`config.mk`:
```
export PLATFORM = sky130hd
export DESIGN_NAME = banco_registros
export DESIGN_NICKNAME = d
export VERILOG_FILES = /design/src/rtl/banco_pkg.sv /design/src/rtl/registro_en.sv /design/src/rtl/banco_registros.sv
export SDC_FILE = /design/constraint.sdc
export NUM_CORES = 1
export LEC_CHECK = 0
export BUFFER_PORTS_ARGS = -buffer_cell sky130_fd_sc_hd__buf_2
export CORE_MARGIN = 2
export CORE_UTILIZATION = 60
export DETAILED_ROUTE_END_ITERATION = 7
export PLACE_DENSITY = 0.9
export SYNTH_ARGS = -nofsm -noshare
export SYNTH_HDL_FRONTEND = slang
export SYNTH_SLANG_ARGS = --single-unit
```
`constraint.sdc`:
```
create_clock -name clk -period 4.08 [get_ports clk]
set_clock_uncertainty 0.2 [all_clocks]
set_input_delay 0.612 -clock clk [delete_from_list [all_inputs] [get_ports clk]]
set_output_delay 0.612 -clock clk [all_outputs]
set_load 0.01 [all_outputs]
```
`src/rtl/banco_pkg.sv`:
```
// ============================================================================
// banco_pkg : shared constants for the RTC register bank
// Rev 1.0   : initial release
// ============================================================================
`default_nettype none

package banco_pkg;
  localparam int DEF_WIDTH    = 8;
  localparam int DEF_CHANNELS = 9;
  localparam int DEF_ADDR_W   = 4;

  localparam int CH_SEG   = 0;
  localparam int CH_MIN   = 1;
  localparam int CH_HORA  = 2;
  localparam int CH_DIA   = 3;
  localparam int CH_MES   = 4;
  localparam int CH_ANIO  = 5;
  localparam int CH_TSEG  = 6;
  localparam int CH_TMIN  = 7;
  localparam int CH_THORA = 8;

  localparam logic [0:0] ST_IDLE = 1'b0;
  localparam logic [0:0] ST_ACK  = 1'b1;
endpackage

`default_nettype wire

```
`src/rtl/registro_en.sv`:
```
// ============================================================================
// registro_en : WIDTH-bit register with load enable, async active-low reset
// Rev 1.0     : initial release
// ============================================================================
`default_nettype none

module registro_en
  import banco_pkg::*;
#(
  parameter int WIDTH = DEF_WIDTH
) (
  input  logic             clk,
  input  logic             reset_n,
  input  logic             en,
  input  logic [WIDTH-1:0] d,
  output logic [WIDTH-1:0] q
);

  logic [WIDTH-1:0] val_d;
  logic [WIDTH-1:0] val_q;

  always_comb begin
    val_d = val_q;
    if (en) val_d = d;
  end

  always_ff @(posedge clk or negedge reset_n) begin
    if (!reset_n) val_q <= '0;
    else          val_q <= val_d;
  end

  assign q = val_q;

endmodule

`default_nettype wire

```
`src/rtl/banco_registros.sv`:
```
// ============================================================================
// banco_registros : live register bank with atomic shadow snapshot and dirty
//                   tracking, between the RTC bus controller and the display
// Rev 1.0         : initial release
// ============================================================================
`default_nettype none

module banco_registros
  import banco_pkg::*;
#(
  parameter int WIDTH    = DEF_WIDTH,
  parameter int CHANNELS = DEF_CHANNELS,
  parameter int ADDR_W   = DEF_ADDR_W
) (
  input  logic                clk,
  input  logic                reset_n,
  input  logic                wr_req,
  input  logic [ADDR_W-1:0]   wr_addr,
  input  logic [WIDTH-1:0]    data_in,
  output logic                wr_ack,
  output logic                wr_err,
  input  logic                snap,
  input  logic [ADDR_W-1:0]   rd_addr,
  input  logic                sel_shadow,
  output logic [WIDTH-1:0]    data_out,
  output logic [CHANNELS-1:0] dirty
);

  logic [0:0]          state_d, state_q;
  logic                wr_ack_d, wr_ack_q;
  logic                wr_err_d, wr_err_q;
  logic [CHANNELS-1:0] dirty_d, dirty_q;
  logic [WIDTH-1:0]    data_out_d, data_out_q;

  logic [WIDTH-1:0]    live   [CHANNELS];
  logic [WIDTH-1:0]    shadow [CHANNELS];
  logic                wr_in_range;
  logic                wr_fire;

  assign wr_in_range = (32'(wr_addr) < 32'(CHANNELS));
  // Only IDLE accepts a request, so a held wr_req writes once.
  assign wr_fire     = (state_q == ST_IDLE) && wr_req && wr_in_range;

  // Shadow loads from the pre-edge live value, so a same-edge write is not seen.
  for (genvar i = 0; i < CHANNELS; i++) begin : g_chan
    registro_en #(.WIDTH(WIDTH)) u_live (
      .clk     (clk),
      .reset_n (reset_n),
      .en      (wr_fire && (wr_addr == ADDR_W'(i))),
      .d       (data_in),
      .q       (live[i])
    );
    registro_en #(.WIDTH(WIDTH)) u_shadow (
      .clk     (clk),
      .reset_n (reset_n),
      .en      (snap),
      .d       (live[i]),
      .q       (shadow[i])
    );
  end

  always_ff @(posedge clk or negedge reset_n) begin
    if (!reset_n) state_q <= ST_IDLE;
    else          state_q <= state_d;
  end

  always_comb begin
    state_d = state_q;
    case (state_q)
      ST_IDLE: if (wr_req)  state_d = ST_ACK;
      ST_ACK:  if (!wr_req) state_d = ST_IDLE;
      default:              state_d = ST_IDLE;
    endcase
  end

  always_comb begin
    wr_ack_d = wr_fire;
    wr_err_d = (state_q == ST_IDLE) && wr_req && !wr_in_range;
  end

  // Set wins over snap-clear for the channel being written.
  always_comb begin
    dirty_d = snap ? '0 : dirty_q;
    for (int i = 0; i < CHANNELS; i++) begin
      if (wr_fire && (wr_addr == ADDR_W'(i))) dirty_d[i] = 1'b1;
    end
  end

  always_comb begin
    data_out_d = '0;
    for (int i = 0; i < CHANNELS; i++) begin
      if (rd_addr == ADDR_W'(i)) data_out_d = sel_shadow ? shadow[i] : live[i];
    end
  end

  always_ff @(posedge clk or negedge reset_n) begin
    if (!reset_n) begin
      wr_ack_q   <= 1'b0;
      wr_err_q   <= 1'b0;
      dirty_q    <= '0;
      data_out_q <= '0;
    end else begin
      wr_ack_q   <= wr_ack_d;
      wr_err_q   <= wr_err_d;
      dirty_q    <= dirty_d;
      data_out_q <= data_out_d;
    end
  end

  assign wr_ack   = wr_ack_q;
  assign wr_err   = wr_err_q;
  assign dirty    = dirty_q;
  assign data_out = data_out_q;

endmodule

`default_nettype wire

```
Word level (Yosys, flattened, before mapping)
Cells that the tools add are included.
- add/subtract/negate cells: 0
- multipliers: 0
- div/mod/pow operators: 0
- order comparisons: 1
- equality and inequality tests: 16
- shift-type cells: 0
- multiplexer cells: 29
- bitwise gates (word level): 1
- reductions and logical operators: 24
- operator list (kind ; number):
    $mux 8 ; 18
    $eq 4x3->1 const B ; 8
    $reduce_bool 2->1 ; 9
    $eq 4x2->1 const B ; 4
    $logic_and 1x1->1 ; 12
    $mux 1 ; 10
    $mux 9 ; 1
    $eq 4x1->1 const B ; 2
    $eq 4x4->1 const B ; 2
    $logic_not 4->1 ; 2
    $lt 4x4->1 const B ; 1
    $logic_not 1->1 ; 1
    $not 1->1 ; 1
- register bits after elaboration: 164
- bits in latches: 0
- memory bits (writable): 0
- memory bits (read-only): 0
- bits of input ports: 21
- logic and storage cells: 102
- memories kept: 0

Longest topological paths before layout
- depth in word-level cells: 10
- gate-level depth with buffers: 7

Hierarchy
Synthesis repeated with hierarchy kept, for this count alone.
- cell total of the unflattened synthesis: 520
- area, all modules: 7993.9 um^2
- by module, submodules not included (module ; times used ; cells each ; area an instance (um^2) ; seq. area each (um^2)):
    registro_en ; 18 ; 17 ; 331.6 ; 200.2
    banco_registros ; 1 ; 214 ; 2025.7 ; 500.5

Least setup slack after synthesis
OpenSTA, ideal clock, no wires.
- kind: in2reg
- start: in sel_shadow
- end: reg data_out_q[0], in the netlist data_out[0]
- setup time: 128 ps
- arrival: 1759 ps
- data required time: 3752 ps
- setup slack: 1994 ps
- stages on the path: 7
- buffers on the path: 3
- cells stage by stage: buf_4 -> buf_4 -> buf_4 -> mux2i_1 -> o22ai_1 -> a211oi_1 -> a21oi_1
- cells in the longest elaborated chain, start to end: 10
- elaborated cells on any way between the ends: 18
- those cells by class: 18 x mux
- ends and longest elaborated chain (what ; RTL line ; source):
    from (decl) ; banco_registros.sv:24 ; input logic sel_shadow,
    $mux 8 (9 in a row) ; banco_registros.sv:92 ; if (rd_addr == ADDR_W'(i)) data_out_d = sel_shadow ? shadow[i] : live[i];
    $mux 8 * ; banco_registros.sv:92 ;
    named net data_out_d[0] ; banco_registros.sv:33 ; logic [WIDTH-1:0] data_out_d, data_out_q;
    to (signal assigned) ; banco_registros.sv:106 ; data_out_q <= data_out_d;
    to (decl) ; banco_registros.sv:33 ;
The timed path passes the listed nets; every way through them passes the cells marked *.
A chain may end at the register's enable or synchronous reset.

Final worst setup path
- start: in rd_addr[1]
- end: reg data_out_q[0], in the netlist data_out[0]
- cells in the longest elaborated chain, start to end: 10
- elaborated cells on any way between the ends: 18
- those cells by class: 8 x eq/ne; 9 x mux; 1 x reduce/logical
- ends and longest elaborated chain (what ; RTL line ; source):
    from (decl) ; banco_registros.sv:23 ; input logic [ADDR_W-1:0] rd_addr,
    $logic_not 4->1 ; banco_registros.sv:92 ;
    $mux 8 (8 in a row) ; banco_registros.sv:92 ;
    $mux 8 * ; banco_registros.sv:92 ;
    named net data_out_d[0] ; banco_registros.sv:33 ;
Marks and branches as above.

==> results.sh <==
export IMPL_dieArea_um2=13400
export IMPL_synth_ff_type="dfrtp_1"
export IMPL_ant_nets=0
export IMPL_syn_area_um2=7490
export IMPL_synth_area_leaders="dfrtp_1, mux2_2, mux2i_1"
export IMPL_place_area_um2=7790
export IMPL_grt_use_total_pct=27.3
export IMPL_max_freq_mhz=375
export IMPL_r2r_slack_ps=1820
export IMPL_synth_most_common_cell="dfrtp_1"
export IMPL_synth_cell_types=35
export IMPL_syn_inst=539
export IMPL_fin_ws_ps=1420
export IMPL_cts_sinks=164
export IMPL_grt_pass1_vias=4976
export IMPL_nFillCells=849
export IMPL_crit_path_end="data_out[0]"
export IMPL_maxSlewViolCount=0
export IMPL_cts_tree="yes"
export IMPL_syn_to_final_growth_pct=12.4
export IMPL_nNetsFinal=593
export IMPL_ir_worst_vdd_uv=421
export IMPL_synth_seq_cells=164
export IMPL_gp_congestion=0.831
export IMPL_min_period_ps=2660
export IMPL_die_x_um=116
export IMPL_cp_start_kind="input port"
export IMPL_synth_async_reset_ratio_pct=100
export IMPL_cp_required_ps=4210
export IMPL_crit_fanout=25
export IMPL_hp_class="input port to async pin"
export IMPL_grt_pass1_wl_mm=26.9
export IMPL_cp_depth=5
export IMPL_routedWlPerCell_um=22.4
export IMPL_power_density_nw_per_um2=538
export IMPL_hold_viol_final=11
export IMPL_ctsHoldBuffers=0
export IMPL_post_cts_buffers=0
export IMPL_cts_resized=0
export IMPL_drive_above_1_share_pct=40.1
export IMPL_crit_chain="buf_2, nand4b_1, o22ai_1, a31oi_1, a21oi_1"
export IMPL_synth_nets=560
export IMPL_wl_met2_mm=8.54
export IMPL_timing_rr_start="state_q"
export IMPL_yosysTopAreaCellShare_pct=54.8
export IMPL_antennaDiodeCount=0
export IMPL_setup_viol=0
export IMPL_reg2regPathDepth=4
export IMPL_slew_headroom_pct=37.5
export IMPL_start_util_pct=61.8
export IMPL_grt_overflow_total=0
export IMPL_status="finished, violations left"
export IMPL_yosysWarnings=0
export IMPL_yosysTopAreaCell="dfrtp_1"
export IMPL_startpoint="rd_addr[1]"
export IMPL_core_area_um2=12100
export IMPL_clock_latency_ps=420
export IMPL_highest_layer="met4"
export IMPL_drc=0
export IMPL_cp_arrival_ps=2790
export IMPL_path_class="input port to flip-flop"
export IMPL_wl_met1_mm=6.87
export IMPL_drt_iter0_drc=374
export IMPL_slowest_delay_ps=800
export IMPL_clock_path_buffers=2
export IMPL_wl_mm=16.8
export IMPL_num_vias=4697
export IMPL_seqCellArea_um2=4100
export IMPL_h_tree_depth=4
export IMPL_multi_input_area_um2=3180
export IMPL_stdcell_area_um2=8420
export IMPL_postSynthAreaPerCell_um2=13.9
export IMPL_r2r_end="g_chan[7].u_live.q[0]"
export IMPL_cts_buffers=17
export IMPL_fin_tns_setup_ps=0
export IMPL_wl_met3_um=888
export IMPL_grt_max_degree=96
export IMPL_end_kind="flip-flop"
export IMPL_holdWs_ps=-20.5
export IMPL_vias_per_cell=6.25
export IMPL_worst_slew_pin_slew_ps=937
export IMPL_placementRows=40
export IMPL_ys_top_cells_by_count="dfrtp_1, mux2_2, mux2i_1"
export IMPL_port_buffers=39
export IMPL_yosysSeqAreaShare_pct=54.8
export IMPL_cp_num_buf_inv=1
export IMPL_slowest_stage="nand4b_1"
export IMPL_rsz0062_at_grt="false"
export IMPL_ios=40
export IMPL_die_height_um=116
export IMPL_leakagePower_uw=0.00396
export IMPL_clockRootBuffer="clkbuf_16"
export IMPL_path_clk_slew_ps=60
export IMPL_layout_worst_path_cycle_share_pct=65.3
export IMPL_dr_pass1_iters=5
export IMPL_synth_edf_count=0
export IMPL_antenna_found_initial=0
export IMPL_dp_hpwl_mm=10.5
export IMPL_maxCapViolations=0
export IMPL_dpl_worst_slack_ps=1180
export IMPL_crit_family="compound AO/OA/AOI/OAI gates"
export IMPL_violations="hold timing"
[per-layer routing]
metal | up-vias | track usage, %
li1 | 2067 | -
met1 | 2408 | 34.6
met2 | 175 | 44.7
met3 | 47 | 6.80
met4 | 0 | 12.4
met5 | - | 0
[cell usage in the layout (no fill, tap or decap), drive strengths merged, types with 2 or more instances in the layout]
| master | n |
|---|---|
| dfrtp | 164 |
| nand2 | 23 |
| clkinvlp | 2 |
| mux2i | 64 |
| o22ai | 16 |
| clkbuf | 22 |
| o21ai | 22 |
| a21o | 3 |
| and3 | 2 |
| o2111ai | 8 |
| clkinv | 4 |
| nor3 | 2 |
| mux2 | 144 |
| a21oi | 9 |
| inv | 8 |
| nor2b | 2 |
| a211oi | 8 |
| nor2 | 4 |
| nand4bb | 2 |
| or3 | 2 |
| buf | 45 |
| bufinv | 4 |
| mux4 | 8 |
| a31oi | 8 |
[cells by family (layout without fill, tap and decap cells)]
family	count (synthesis)	count (layout)	share of synthesized area (%)
multiplexers	216	216	32.6
flip-flops	164	164	54.8
AO/OA/AOI/OAI	74	74	6.28
AND/OR/NAND/NOR	44	44	3.41
buffers and inverters	40	85	2.81
XOR/XNOR	1	1	0.117
[state kept, by name (all words and copies together), names as in the netlist]
register	flops
data_out	8
g_chan.u_live.q	72
g_chan.u_shadow.q	72
wr_ack	1
wr_err	1
dirty	9
state_q	1
[power breakdown]
part	switching [µW]	internal [µW]
Clock	620	1080
Sequential	211	1950
Combinational	292	377
[through the flow]
stage | instances | hold WS [ps] | power [µW] | util [%]
after floorplan | 539 | 116 | 2610 | -
after global placement | 721 | 262 | 2760 | 64.3
after detailed placement | 721 | 289 | 2830 | 64.3
after CTS | 752 | 18.4 | 4540 | 69.5
after global routing | 752 | 38.1 | 4700 | 69.5
final | 752 | -20.5 | 4530 | 69.5
[how the worst min path moves through the flow]
stage | start | end | slack [ps] | cells past startpoint
after CTS | reset_n | g_chan[0].u_shadow.q[5] | 20 | 1
after global placement | dirty[3] | dirty[3] | 260 | 1
after floorplan | reset_n | data_out[0] | 120 | 0
after global routing | reset_n | g_chan[0].u_live.q[5] | 40 | 1
after detailed placement | dirty[8] | dirty[8] | 290 | 1
final | reset_n | g_chan[0].u_live.q[5] | -20 | 1
[layout make-up]
| cell class | count | share of cell area (%) |
|---|---|---|
| multi-input cells | 335 | 37.7 |
| repair buffers | 45 | 3.11 |
| clock inverters | 9 | 1.78 |
| flip-flops and latches | 164 | 48.7 |
| inverters | 9 | 0.401 |
| clock buffers | 22 | 5.75 |
| well taps | 168 | 2.50 |
Note: power is estimated with default switching activity, not from simulation.
